$ cat src/rtl/sync_fifo_lvl.sv
// sync_fifo_lvl: synchronous FIFO with occupancy level, threshold flags and sticky error flags
//   clk, rst            : rising-edge clock, synchronous active-low reset
//   wr, din             : write request and data
//   rd, dout            : read request and data
//   full, empty         : level == DEPTH / level == 0
//   almost_full/_empty  : level >= AF_THRESH / level <= AE_THRESH
//   level               : occupancy 0..DEPTH
//   overflow, underflow : sticky rejected-write / rejected-read flags, cleared by clr_err
//   FIFO_FWFT_EN        : when defined, dout presents the head word combinationally (first-word-fall-through)
module sync_fifo_lvl #(
  parameter int ADDR_W    = 4,
  parameter int DATA_W    = 8,
  parameter int AF_THRESH = (1 << ADDR_W) - 2,
  parameter int AE_THRESH = 2
) (
  input  logic              clk,
  input  logic              rst,
  input  logic              wr,
  input  logic [DATA_W-1:0] din,
  input  logic              rd,
  output logic [DATA_W-1:0] dout,
  output logic              full,
  output logic              empty,
  output logic              almost_full,
  output logic              almost_empty,
  output logic [ADDR_W:0]   level,
  output logic              overflow,
  output logic              underflow,
  input  logic              clr_err
);
  localparam int DEPTH = 1 << ADDR_W;
  localparam logic [ADDR_W:0] DEPTH_L = (ADDR_W+1)'(DEPTH);
  localparam logic [ADDR_W:0] AF_L = (ADDR_W+1)'(AF_THRESH);
  localparam logic [ADDR_W:0] AE_L = (ADDR_W+1)'(AE_THRESH);
  logic [DATA_W-1:0] mem_q [DEPTH];
  logic [ADDR_W-1:0] wr_ptr_q, wr_ptr_d, rd_ptr_q, rd_ptr_d;
  logic [ADDR_W:0]   level_q, level_d;
  logic              overflow_q, overflow_d, underflow_q, underflow_d;
  logic              wr_ok, rd_ok;
  assign full         = level_q == DEPTH_L;
  assign empty        = level_q == '0;
  assign almost_full  = level_q >= AF_L;
  assign almost_empty = level_q <= AE_L;
  assign level        = level_q;
  assign overflow     = overflow_q;
  assign underflow    = underflow_q;
  assign rd_ok = rd & ~empty;
  // a full FIFO still takes a write when a read frees the head slot on the same edge
  assign wr_ok = wr & (~full | rd_ok);
  always_comb begin
    wr_ptr_d    = wr_ok ? wr_ptr_q + ADDR_W'(1) : wr_ptr_q;
    rd_ptr_d    = rd_ok ? rd_ptr_q + ADDR_W'(1) : rd_ptr_q;
    level_d     = (wr_ok & ~rd_ok) ? level_q + (ADDR_W+1)'(1) :
                  (rd_ok & ~wr_ok) ? level_q - (ADDR_W+1)'(1) : level_q;
    // a fresh error on the clearing edge keeps its flag set
    overflow_d  = (wr & ~wr_ok) | (overflow_q & ~clr_err);
    underflow_d = (rd & ~rd_ok) | (underflow_q & ~clr_err);
  end
  always_ff @(posedge clk)
    if (!rst) begin
      wr_ptr_q    <= '0;
      rd_ptr_q    <= '0;
      level_q     <= '0;
      overflow_q  <= 1'b0;
      underflow_q <= 1'b0;
    end else begin
      wr_ptr_q    <= wr_ptr_d;
      rd_ptr_q    <= rd_ptr_d;
      level_q     <= level_d;
      overflow_q  <= overflow_d;
      underflow_q <= underflow_d;
    end
  always_ff @(posedge clk)
    if (rst && wr_ok) mem_q[wr_ptr_q] <= din;
`ifdef FIFO_FWFT_EN
  assign dout = empty ? '0 : mem_q[rd_ptr_q];
`else
  logic [DATA_W-1:0] dout_q;
  always_ff @(posedge clk)
    if (!rst) dout_q <= '0;
    else if (rd_ok) dout_q <= mem_q[rd_ptr_q];
  assign dout = dout_q;
`endif
endmodule
$ cat config.mk
export PLATFORM = sky130hd
export DESIGN_NAME = sync_fifo_lvl
export DESIGN_NICKNAME = d
export VERILOG_FILES = /design/src/rtl/sync_fifo_lvl.sv
export SDC_FILE = /design/constraint.sdc
export NUM_CORES = 1
export LEC_CHECK = 0
export BUFFER_PORTS_ARGS = -buffer_cell sky130_fd_sc_hd__buf_2
export CAP_MARGIN = 10
export CORE_AREA = 2 2 127 129
export CTS_CLUSTER_DIAMETER = 60
export DETAILED_ROUTE_END_ITERATION = 10
export DIE_AREA = 0 0 129 131
export GPL_TIMING_DRIVEN = 0
export PLACE_DENSITY = 0.64
export SLEW_MARGIN = 20
export SYNTH_ARGS = -nofsm -noshare
export SYNTH_HDL_FRONTEND = slang
export SYNTH_SLANG_ARGS = --single-unit
$ cat constraint.sdc
create_clock -name clk -period 5.99 [get_ports clk]
set_clock_uncertainty 0.2 [all_clocks]
set_input_delay 1.198 -clock clk [delete_from_list [all_inputs] [get_ports clk]]
set_output_delay 1.198 -clock clk [all_outputs]
set_load 0.1 [all_outputs]
==> flow_summary.rst, run 1 <==
.. list-table::
   :header-rows: 1

   * - Metric
     - Value
   * - Status
     - finished, final reports clean
   * - Switching Fraction
     - 0.335
   * - Standard-cell row count
     - 46
   * - Layout filler cell count
     - 1340
   * - Cell area reported after detailed placement
     - 6520 um^2
   * - Number of warning messages in the yosys log
     - 0
   * - IO Pins
     - 32
   * - CTS Root Buffer Type
     - sky130_fd_sc_hd__clkbuf_16
   * - Detailed-route wire length
     - 12900 um
   * - Fraction of power consumed by sequential logic
     - 0.370
   * - Yosys top cell area share
     - 0.631
   * - Share of synthesized flip-flops with an asynchronous set or reset
     - 0
   * - Average cell area after synthesis
     - 16.3 um^2
   * - Share of the clock period used by the worst path
     - 0.578
   * - Actual transition at the worst max-transition pin
     - 0.860 ns
   * - Detail Route Antenna Nets
     - 0
   * - Chain of cells forming the critical path
     - or4_1 -> buf_6 -> nor2_1 -> buf_2
   * - Antenna violations before repair
     - 0
   * - Maximum vdd drop
     - 0.267 mV
   * - Largest area contributor in the synthesized netlist
     - sky130_fd_sc_hd__edfxtp_1
   * - Required time reported for the critical path endpoint
     - 4.59 ns
   * - Unique masters post-synth
     - 40
   * - Sequential fraction of the synthesis area
     - 0.707
   * - Number of global-route vias before repair
     - 3363
   * - Count of hold-fix buffers inserted at cts
     - 0
   * - Core Area
     - 15600 um^2
   * - Number of max-cap violations
     - 0
   * - Worst relative slew slack
     - 0.424
   * - Element type at the critical path start
     - flop
   * - Clock insertion delay at the later pin of the skew report
     - 0.43 ns
   * - Maximum number of pins on one net before global-route repair
     - 17
   * - Max Slew Vio Count
     - 0
   * - Inserted Diodes
     - 0
   * - Layout overhead on the synthesized area
     - 18.0%
   * - P_sw
     - 1.12 mW
   * - Avg WL per Cell
     - 19.7 um
   * - Post-Syn Instances
     - 373
   * - Hold Violations, Final
     - 0
   * - Number of instances resized during post-cts repair
     - 0
   * - Upper clock frequency limit
     - 289 MHz
   * - Fraction of final layout cells sized beyond drive strength 1
     - 0.207
   * - Final period demand of the worst path
     - 3.46 ns
   * - Slowest CP cell
     - sky130_fd_sc_hd__or4_1
   * - Overall die height
     - 131 um
   * - Biggest fanout along the worst timing path
     - 8
   * - Horizontal die dimension
     - 129 um
   * - Number of clock buffers inserted by TritonCTS
     - 17
   * - Net Count, Synth
     - 396
   * - Final number of setup-violating endpoints
     - 0
   * - DRC violation count after routing
     - 0
   * - Number of enable flip-flop cells after synthesis
     - 128
   * - Arrival time of the worst setup path
     - 2.07 ns
   * - Final core utilization
     - 0.461
   * - Class of the tightest hold or removal check
     - reg2reg
   * - Family with the most delay on the worst path
     - simple AND/OR/NAND/NOR gates
   * - Number of clock sinks
     - 151
   * - Global-route usage over all layers
     - 0.163
   * - Clock transition time at the flip-flop clock pins of the worst setup and hold paths
     - 0.06 ns
   * - Final non-filler cell area
     - 7190 um^2
   * - Initial Utilization
     - 0.390
   * - Die Outline Area
     - 16900 um^2
   * - Leading cell types in the layout, fill and taps excluded
     - sky130_fd_sc_hd__edfxtp_1, sky130_fd_sc_hd__buf_2, sky130_fd_sc_hd__mux2i_1, sky130_fd_sc_hd__dfxtp_1, sky130_fd_sc_hd__nor2_1
   * - Gr ovfl total
     - 0
   * - Class of the most critical setup path
     - reg2out
   * - Mean number of vias per cell
     - 5.16
   * - Worst Hold Slack
     - 0.354 ns
   * - Post-synth top flop
     - sky130_fd_sc_hd__edfxtp_1
   * - Max clock buf depth
     - 2
   * - Clock network fraction of design power
     - 0.364
   * - Fin nets
     - 446
   * - Endpoint type of the worst setup path
     - output port
   * - Post-Synthesis Cell Area
     - 6090 um^2
   * - Power Internal
     - 2.23 mW
   * - Iteration-0 DRC Markers
     - 301
   * - Placer Congestion
     - 0.808
   * - Largest cells by area after synthesis
     - sky130_fd_sc_hd__edfxtp_1, sky130_fd_sc_hd__dfxtp_1, sky130_fd_sc_hd__mux2i_1, sky130_fd_sc_hd__mux4_2, sky130_fd_sc_hd__ha_1
   * - Wire length of the first global-routing pass
     - 19500 um
   * - Delay of the slowest critical-path stage
     - 0.56 ns
   * - CTS tree
     - done
   * - Post-detailed-placement half-perimeter wirelength
     - 8550 um
   * - Total setup buffers inserted after CTS
     - 0
   * - Htree depth
     - 4
   * - Setup TNS
     - 0 ns
   * - Count of buffer and inverter cells on the critical path
     - 2
   * - Unrepaired setup endpoints after global routing
     - false
   * - Most frequent standard cell in the layout excluding fill and tap cells
     - sky130_fd_sc_hd__edfxtp_1
   * - Number of port buffers
     - 31
   * - Lkg Pwr
     - 2.36 nW
   * - Post-synthesis register bit count
     - 151
   * - Logic gate share of total power
     - 0.266
   * - Power per Cell Area
     - 467 nW/um^2
   * - Detailed-route via count
     - 3360
   * - DR pass1 iterations
     - 5
[cell usage after synthesis (4+ instances only)]
cell	number
sky130_fd_sc_hd__nand3_1	5
sky130_fd_sc_hd__a21oi_1	12
sky130_fd_sc_hd__edfxtp_1	128
sky130_fd_sc_hd__dfxtp_1	23
sky130_fd_sc_hd__xnor2_1	7
sky130_fd_sc_hd__nor3_1	9
sky130_fd_sc_hd__nor2b_1	8
sky130_fd_sc_hd__a22oi_1	8
sky130_fd_sc_hd__ha_1	9
sky130_fd_sc_hd__buf_2	5
sky130_fd_sc_hd__nor2_1	21
sky130_fd_sc_hd__clkbuf_1	11
sky130_fd_sc_hd__nand2_1	9
sky130_fd_sc_hd__o22ai_1	16
sky130_fd_sc_hd__mux4_2	16
sky130_fd_sc_hd__mux2i_1	36
sky130_fd_sc_hd__inv_1	4
sky130_fd_sc_hd__o21ai_0	10
sky130_fd_sc_hd__and2_1	7
[power groups by stage]
stage	sequential (mW)	clock, mW	combinational, mW
6_report	1.24	1.22	0.892
5_1_grt	1.25	1.27	0.946
3_5_place_dp	1.26	0	0.895
4_1_cts	1.24	1.23	0.899
3_3_place_gp	1.26	0	0.881
2_1_floorplan	1.50	0	0.471
[layer usage]
layer | up-vias | global-route usage | part of all wire
li1 | 1550 | - | -
met1 | 1707 | 0.218 | 0.43
met2 | 94 | 0.260 | 0.49
met3 | 9 | 0.0387 | 0.068
met4 | 0 | 0.0659 | 0.011
met5 | - | 0 | 0
[worst paths after layout]
kind / start / endpoint / slack, ns / cells past startpoint
max: level[0] / empty / 2.53 / 4
min: level[3] / level[3] / 0.35 / 2
max reg2reg: level[0] / level[4] / 2.68 / 12
min reg2reg: level[3] / level[3] / 0.35 / 2
[registers in the layout, indices dropped and copies added, names as in the netlist]
signal,flops
mem_q,128
dout,8
wr_ptr_q,4
underflow,1
overflow,1
rd_ptr_q,4
level,5
[worst register-to-register path, cell delays in order, from the launching register on]
cell	delay (ns)
sky130_fd_sc_hd__dfxtp_1	0.37
sky130_fd_sc_hd__or4_1	0.56
sky130_fd_sc_hd__buf_6	0.16
sky130_fd_sc_hd__o21a_4	0.25
sky130_fd_sc_hd__inv_6	0.08
sky130_fd_sc_hd__buf_12	0.12
sky130_fd_sc_hd__ha_1	0.16
sky130_fd_sc_hd__inv_1	0.11
sky130_fd_sc_hd__fa_1	0.41
sky130_fd_sc_hd__a21o_1	0.20
sky130_fd_sc_hd__a21oi_1	0.18
sky130_fd_sc_hd__mux2i_1	0.24
sky130_fd_sc_hd__mux2i_1	0.19
[final cells by class]
type	instances	area [um^2]	area share
Clock inverter	13	240	0.0334
Multi-Input combinational cell	196	1650	0.230
Timing Repair Buffer	31	155	0.0216
Clock buffer	18	429	0.0597
Sequential cell	151	4300	0.599
Buffer	21	110	0.0153
Inverter	5	23.8	0.00331
Tap cell	216	270	0.0376
[cells by family (layout without fill, tap and decap cells)]
logic type,count (synthesis),count (layout),synth area share
flip-flops,151,151,0.707
multiplexers,52,52,0.118
AND/OR/NAND/NOR,69,69,0.0573
AO/OA/AOI/OAI,57,57,0.0623
adder cells (fa/ha/maj),10,10,0.0218
XOR/XNOR,8,8,0.0115
buffers and inverters,26,88,0.0220
[per-stage QoR]
| step | cells | worst slack (ns) | power, mW |
|---|---|---|---|
| 2_1_floorplan | 373 | 0.386 | 1.97 |
| 3_3_place_gp | 620 | 2.35 | 2.14 |
| 3_5_place_dp | 620 | 2.33 | 2.16 |
| 4_1_cts | 651 | 2.50 | 3.37 |
| 5_1_grt | 651 | 2.45 | 3.47 |
| 6_report | 651 | 2.53 | 3.35 |
Note: power is estimated with default switching activity, not from simulation.
==> run 2: changes to the inputs <==
ABC_AREA = 1   (was not set)
CORE_AREA = 2 2 133 135   (was 2 2 127 129)
DIE_AREA = 0 0 135 137   (was 0 0 129 131)
PLACE_DENSITY = 0.66   (was 0.64)
clock period = 2.9 ns   (was 5.99 ns; I/O delays follow)
==> flow_summary.rst, run 2 <==
.. list-table::
   :header-rows: 1

   * - Metric
     - Value
   * - DR pass1 iterations
     - 5 (unchanged)
   * - Gr ovfl total
     - 0 (unchanged)
   * - Fraction of final layout cells sized beyond drive strength 1
     - 0.135 (-0.0723)
   * - Overall die height
     - 137 um (+4.6%)
   * - Fin nets
     - 753 (+69%)
   * - Arrival time of the worst setup path
     - 2.62 ns (+0.55 ns)
   * - Post-detailed-placement half-perimeter wirelength
     - 10300 um (+21%)
   * - Count of hold-fix buffers inserted at cts
     - 0 (unchanged)
   * - Number of clock buffers inserted by TritonCTS
     - 17 (unchanged)
   * - Top reg by flops
     - mem_q
   * - Post-synth top flop
     - sky130_fd_sc_hd__edfxtp_1
   * - Largest cells by area after synthesis
     - sky130_fd_sc_hd__edfxtp_1, sky130_fd_sc_hd__nand2_1, sky130_fd_sc_hd__nand3_1, sky130_fd_sc_hd__dfxtp_1, sky130_fd_sc_hd__inv_1
   * - Number of instances resized during post-cts repair
     - 0 (unchanged)
   * - Setup TNS
     - 0 ns (unchanged)
   * - Post-Synthesis Cell Area
     - 6670 um^2 (+9.6%)
   * - Maximum vdd drop
     - 0.795 mV (+200%)
   * - Leading cell types in the layout, fill and taps excluded
     - sky130_fd_sc_hd__nand2_1, sky130_fd_sc_hd__edfxtp_1, sky130_fd_sc_hd__nand3_1, sky130_fd_sc_hd__inv_1, sky130_fd_sc_hd__nor2_1
   * - Antenna violations before repair
     - 0 (unchanged)
   * - Leading cell types by count after synthesis
     - sky130_fd_sc_hd__nand2_1, sky130_fd_sc_hd__edfxtp_1, sky130_fd_sc_hd__nand3_1, sky130_fd_sc_hd__inv_1, sky130_fd_sc_hd__nor2_1
   * - Final non-filler cell area
     - 7730 um^2 (+7.6%)
   * - Wire length of the first global-routing pass
     - 23300 um (+19%)
   * - Avg WL per Cell
     - 15.6 um (-21%)
   * - Clock transition time at the flip-flop clock pins of the worst setup and hold paths
     - 0.06 ns (about the same)
   * - Number of clock sinks
     - 151 (unchanged)
   * - Yosys top cell area share
     - 0.576 (-0.0552)
   * - Post-synthesis register bit count
     - 151 (unchanged)
   * - Global-route usage over all layers
     - 0.175 (+0.0116)
   * - Class of the most critical setup path
     - reg2reg
   * - Htree depth
     - 4 (unchanged)
   * - Sequential fraction of the synthesis area
     - 0.645 (-0.0618)
   * - Switching Fraction
     - 0.384 (+0.0494)
   * - Final core utilization
     - 0.453 (-0.00750)
   * - Final number of setup-violating endpoints
     - 0 (unchanged)
   * - Clock insertion delay at the later pin of the skew report
     - 0.43 ns (about the same)
   * - Initial Utilization
     - 0.391 (+0.000790)
   * - Max clock buf depth
     - 2 (unchanged)
   * - Most frequent standard cell in the layout excluding fill and tap cells
     - sky130_fd_sc_hd__nand2_1
   * - CTS tree
     - done
   * - IO Pins
     - 32 (unchanged)
   * - Total met3 wirelength after detailed routing
     - 925 um (+6.6%)
   * - Slowest CP cell
     - sky130_fd_sc_hd__fa_1
   * - Share of the clock period used by the worst path
     - 0.871
   * - Maximum number of pins on one net before global-route repair
     - 17 (unchanged)
   * - Max Slew Vio Count
     - 0 (unchanged)
   * - Flip-flop count of the largest register after layout
     - 128 (unchanged)
   * - Core Area
     - 17100 um^2 (+9.4%)
   * - Die Outline Area
     - 18500 um^2 (+9.4%)
   * - DRC violation count after routing
     - 0 (unchanged)
   * - Mean number of vias per cell
     - 4.79 (-7.2%)
   * - P_sw
     - 2.73 mW (+140%)
   * - Average cell area after synthesis
     - 9.83 um^2 (-40%)
   * - Number of placed instances, taps included
     - 935 (+51%)
   * - Detailed-route via count
     - 4636 (+38%)
   * - Share of synthesized flip-flops with an asynchronous set or reset
     - 0 (unchanged)
   * - Upper clock frequency limit
     - 396 MHz
   * - Layout overhead on the synthesized area
     - 15.8%
   * - Met2 wire length
     - 7090 um (+13%)
   * - Worst relative slew slack
     - 0.428 (+0.00384)
   * - Terminating pin of the worst hold path
     - overflow
   * - Unique masters post-synth
     - 27 (-33%)
   * - Reg-to-reg setup timing slack
     - 0.37 ns (-2.31 ns)
   * - CTS Root Buffer Type
     - sky130_fd_sc_hd__clkbuf_16
   * - Class of the tightest hold or removal check
     - in2reg
   * - Biggest fanout along the worst timing path
     - 7 (-1)
   * - Number of enable flip-flop cells after synthesis
     - 128 (unchanged)
   * - Element type at the critical path start
     - flop
   * - Clock network fraction of design power
     - 0.309 (-0.055)
   * - Total setup buffers inserted after CTS
     - 0 (unchanged)
   * - Number of max-cap violations
     - 0 (unchanged)
   * - Net Count, Synth
     - 702 (+77%)
   * - Detailed-route wire length
     - 15100 um (+17%)
   * - Chain of cells forming the critical path
     - nor2_1 -> nand4_1 -> nand2_2 -> ha_1 -> inv_1 -> fa_1 -> a21oi_1 -> nor2_1 -> o21bai_1 -> nand2_1 -> nand2_1 -> a21oi_1
   * - Delay of the slowest critical-path stage
     - 0.41 ns (-0.15 ns)
   * - Number of port buffers
     - 31 (unchanged)
   * - Logic gate share of total power
     - 0.329 (+0.063)
   * - Detail Route Antenna Nets
     - 0 (unchanged)
   * - Horizontal die dimension
     - 135 um (+4.7%)
   * - Cell with the most instances after synthesis
     - sky130_fd_sc_hd__nand2_1
   * - Final period demand of the worst path
     - 2.53 ns
   * - Number of warning messages in the yosys log
     - 0 (unchanged)
   * - Number of global-route vias before repair
     - 4358 (+30%)
   * - Power per Cell Area
     - 920 nW/um^2 (+97%)
   * - Largest area contributor in the synthesized netlist
     - sky130_fd_sc_hd__edfxtp_1
   * - Endpoint of the lowest-slack register-to-register path
     - level[4]
   * - Required time reported for the critical path endpoint
     - 2.99 ns (-1.60 ns)
   * - Placer Congestion
     - 0.914 (+13%)
   * - Unrepaired setup endpoints after global routing
     - false
   * - Non-filler instance count after layout
     - 968 (+49%)
   * - Highest Signal Layer
     - met4
   * - Lkg Pwr
     - 3.31 nW (+40%)
   * - Cell area reported after detailed placement
     - 7130 um^2 (+9.5%)
   * - Hold Path Origin
     - wr
   * - Worst Hold Path Cells
     - 3 (+1)
   * - FF-to-FF path depth
     - 12 (unchanged)
   * - Endpoint type of the worst setup path
     - flop
   * - Hold Violations, Final
     - 0 (unchanged)
   * - Post-route total power
     - 7.11 mW (+110%)
   * - Routed length on met1
     - 6610 um (+18%)
   * - Iteration-0 DRC Markers
     - 500 (+66%)
   * - Fraction of power consumed by sequential logic
     - 0.362 (-0.008)
   * - Inserted Diodes
     - 0 (unchanged)
   * - Status
     - finished, final reports clean
   * - Actual transition at the worst max-transition pin
     - 0.855 ns (-0.00573 ns)
   * - Post-Syn Instances
     - 679 (+82%)
   * - Launch instance of the worst register-to-register path
     - level[1]
   * - Standard-cell row count
     - 48 (+4.3%)
   * - Power Internal
     - 4.38 mW (+96%)
run 2: cell families (layout without fill, tap and decap cells):
kind of cell	after synthesis	count (layout)	synth area share
compound gates	23	23	0.0188
xor+xnor	5	5	0.00656
fa+ha+maj	10	10	0.0199
buf+inv	123	187	0.0819
flops	151	151	0.645
simple gates	367	367	0.228
run 2: cell type report:
cell class / count / area [um^2]
Buffer: 28 / 188
Clock buffer: 18 / 429
Clock inverter: 14 / 159
Fill cell: 1634 / 9330
Inverter: 95 / 359
Multi-Input combinational cell: 405 / 1840
Sequential cell: 151 / 4310
Tap cell: 225 / 282
Timing Repair Buffer: 32 / 163
run 2: routing by layer:
metal	vias up	track usage
met5	-	0
met4	0	0.0810
met3	33	0.0522
met2	144	0.269
met1	2157	0.228
li1	2302	-
run 2: worst max-delay path by stage:
stage,startpoint,to,slack [ns],cells after the start
3_3_place_gp,rst,mem_q[15][2],0.18,4
3_5_place_dp,rd,level[4],0.20,12
4_1_cts,level[0],level[4],0.24,13
6_report,level[1],level[4],0.37,12
5_1_grt,level[1],level[4],0.13,13
2_1_floorplan,level[0],level[4],0.17,13
run 2: critical path, delay by kind of cell, from the launching register on:
kind | cells | cell delay (ns)
compound gates | 3 | 0.35
simple gates | 6 | 0.70
fa+ha+maj | 2 | 0.64
buf+inv | 1 | 0.12
flops | 1 | 0.37
run 2: through the flow:
step                worst slack (ns)  hold slack [ns]
finish                         0.374            0.213
CTS                            0.235            0.199
detailed placement             0.203            0.256
floorplan                      0.169            0.266
global placement               0.181            0.255
global route                   0.127            0.212
run 2: power groups by stage:
| stage | clock network, mW | registers, mW | logic (mW) |
|---|---|---|---|
| 6_report | 2.20 | 2.58 | 2.34 |
| 3_3_place_gp | 0 | 2.62 | 2.31 |
| 3_5_place_dp | 0 | 2.62 | 2.33 |
| 5_1_grt | 2.31 | 2.59 | 2.54 |
| 4_1_cts | 2.22 | 2.58 | 2.34 |
| 2_1_floorplan | 0 | 3.11 | 1.31 |
==> run 3: changes to the inputs <==
ABC_AREA = not set   (was 1)
CORE_AREA = 2 2 127 129   (was 2 2 133 135)
DIE_AREA = 0 0 129 131   (was 0 0 135 137)
==> flow_summary.rst, run 3 (synthesis gave the netlist of run 1 again) <==
.. list-table::
   :header-rows: 1

   * - Metric
     - Value
   * - Die Outline Area
     - 16900 um^2 (-8.6%)
   * - Worst Hold Slack
     - 0.270 ns (+0.0567 ns)
   * - Number of global-route vias before repair
     - 3337 (-23%)
   * - Critical path startpoint
     - level[0]
   * - CTS tree
     - done
   * - Lkg Pwr
     - 2.34 nW (-29%)
   * - Hold Path Origin
     - rd
   * - Unrepaired setup endpoints after global routing
     - false
   * - IO Pins
     - 32 (unchanged)
   * - Maximum vdd drop
     - 0.560 mV (-30%)
   * - Power per Cell Area
     - 920 nW/um^2 (about the same)
   * - Horizontal die dimension
     - 129 um (-4.4%)
   * - Hold Violations, Final
     - 0 (unchanged)
   * - Post-route total power
     - 6.63 mW (-6.8%)
   * - Antenna violations before repair
     - 0 (unchanged)
   * - Max Slew Vio Count
     - 0 (unchanged)
   * - Number of port buffers
     - 31 (unchanged)
   * - Inserted Diodes
     - 0 (unchanged)
   * - Detail Route Antenna Nets
     - 0 (unchanged)
   * - Htree depth
     - 4 (unchanged)
   * - Avg WL per Cell
     - 19.7 um (+27%)
   * - Overall die height
     - 131 um (-4.4%)
   * - Reg-to-reg setup timing slack
     - 0.09 ns (-0.28 ns)
   * - Endpoint type of the worst setup path
     - output port
   * - Required time reported for the critical path endpoint
     - 2.12 ns (-0.87 ns)
   * - Detailed-route wire length
     - 13000 um (-13%)
   * - Upper clock frequency limit
     - 352 MHz (-11%)
   * - Count of buffer and inverter cells on the critical path
     - 2 (+1)
   * - Final period demand of the worst path
     - 2.84 ns (+0.311 ns)
   * - Actual transition at the worst max-transition pin
     - 0.841 ns (-0.0138 ns)
   * - Layout filler cell count
     - 1363 (-17%)
   * - Iteration-0 DRC Markers
     - 328 (-34%)
   * - Worst relative slew slack
     - 0.437 (+0.00923)
   * - Fraction of final layout cells sized beyond drive strength 1
     - 0.243 (+0.109)
   * - Biggest fanout along the worst timing path
     - 5 (-2)
   * - Slowest CP cell
     - sky130_fd_sc_hd__or4_4
   * - Top reg by flops
     - mem_q
   * - Placer Congestion
     - 0.813 (-11%)
   * - Number of placed instances, taps included
     - 620 (-34%)
   * - Class of the tightest hold or removal check
     - in2reg
   * - Mean number of vias per cell
     - 5.17 (+7.9%)
   * - Gr ovfl total
     - 0 (unchanged)
   * - Fin nets
     - 454 (-40%)
   * - Standard-cell row count
     - 46 (-4.2%)
   * - Layout overhead on the synthesized area
     - 18.3%
   * - Number of clock buffers inserted by TritonCTS
     - 17 (unchanged)
   * - Number of clock sinks
     - 151 (unchanged)
   * - DR pass1 iterations
     - 4 (-1)
   * - Element type at the critical path start
     - flop
   * - Leading cell types in the layout, fill and taps excluded
     - sky130_fd_sc_hd__edfxtp_1, sky130_fd_sc_hd__mux2i_1, sky130_fd_sc_hd__buf_2, sky130_fd_sc_hd__nor2_1, sky130_fd_sc_hd__dfxtp_1
   * - Most frequent standard cell in the layout excluding fill and tap cells
     - sky130_fd_sc_hd__edfxtp_1
   * - Class of the most critical setup path
     - reg2out
   * - Launch instance of the worst register-to-register path
     - level[0]
   * - DRC violation count after routing
     - 0 (unchanged)
   * - CTS Root Buffer Type
     - sky130_fd_sc_hd__clkbuf_16
   * - Arrival time of the worst setup path
     - 2.06 ns (-0.56 ns)
   * - Clock transition time at the flip-flop clock pins of the worst setup and hold paths
     - 0.06 ns (about the same)
   * - Final number of setup-violating endpoints
     - 0 (unchanged)
   * - Count of hold-fix buffers inserted at cts
     - 0 (unchanged)
   * - Max clock buf depth
     - 2 (unchanged)
   * - Final core utilization
     - 0.462 (+0.00886)
   * - Core Area
     - 15600 um^2 (-8.6%)
   * - Clock insertion delay at the later pin of the skew report
     - 0.42 ns (about the same)
   * - Wire length of the first global-routing pass
     - 19100 um (-18%)
   * - Global-route usage over all layers
     - 0.161 (-0.0137)
   * - Post-detailed-placement half-perimeter wirelength
     - 8490 um (-18%)
   * - Chain of cells forming the critical path
     - or4_4 -> buf_4 -> nor2_2 -> buf_2
   * - Detailed-route via count
     - 3412 (-26%)
   * - Non-filler instance count after layout
     - 660 (-32%)
   * - Initial Utilization
     - 0.390 (-0.000790)
   * - Share of the clock period used by the worst path
     - 0.978 (+0.107)
   * - Family with the most delay on the worst path
     - simple AND/OR/NAND/NOR gates
   * - Delay of the slowest critical-path stage
     - 0.58 ns (+0.17 ns)
   * - Flip-flop count of the largest register after layout
     - 128 (unchanged)
   * - Status
     - finished, final reports clean
   * - Maximum number of pins on one net before global-route repair
     - 17 (unchanged)
   * - Setup TNS
     - 0 ns (unchanged)
   * - Number of max-cap violations
     - 0 (unchanged)
## run 3: cell types whose count changed in the layout (fill, tap and decap cells not counted), sizes merged, moves of 24 or more
cell / before / now
nand2: 222 / 9
nand3: 98 / 5
inv: 93 / 4
mux2i: 0 / 36
nor2: 45 / 21
## run 3: area by class of cell
type | instances | area, um^2 | area share
Sequential cell | 151 | 4320 | 0.599
Multi-Input combinational cell | 196 | 1710 | 0.237
Clock buffer | 17 | 425 | 0.0590
Tap cell | 216 | 270 | 0.0375
Timing Repair Buffer | 41 | 230 | 0.0319
Clock inverter | 15 | 138 | 0.0191
Buffer | 19 | 81.3 | 0.0113
Inverter | 5 | 33.8 | 0.00469
## run 3: power by group
group,internal (mW),switching [mW]
sequential,2.48,0.0843
clock,1.25,0.835
combinational,0.595,1.39
total,4.32,2.31
## run 3: stage by stage
stage	worst slack (ns)	area (um^2)
6_report	0.0630	7210
3_3_place_gp	-0.167	6580
2_1_floorplan	-0.146	6150
3_5_place_dp	-0.216	6580
4_1_cts	0.00676	7170
5_1_grt	0.00575	7210
## run 3: per-layer routing
layer / up-vias / global-route usage / wire (um)
met4: 0 / 0.0499 / 249
met1: 1714 / 0.203 / 5560
li1: 1561 / - / -
met3: 19 / 0.0489 / 813
met2: 118 / 0.269 / 6400
met5: - / 0 / 0
## run 3: path summary, 6_finish.rpt
kind	end	depth (start not counted)
worst min-delay path	underflow	3
worst max-delay path	empty	4
worst max register to register	level[4]	10
worst min register to register	level[4]	2
## run 3: timing repair
item | CTS | global route
endpoints found under the hold margin | 0 | 0
setup buffers | 6 | 4
pin swaps | 4 | 3
setup endpoints to repair | 2 | 1
resized for setup | 2 | 3
## run 3: tightest hold or removal path: stages
cell and delay, ns:
sky130_fd_sc_hd__buf_2 0.12, sky130_fd_sc_hd__a21oi_1 0.06, sky130_fd_sc_hd__nor2b_1 0.10
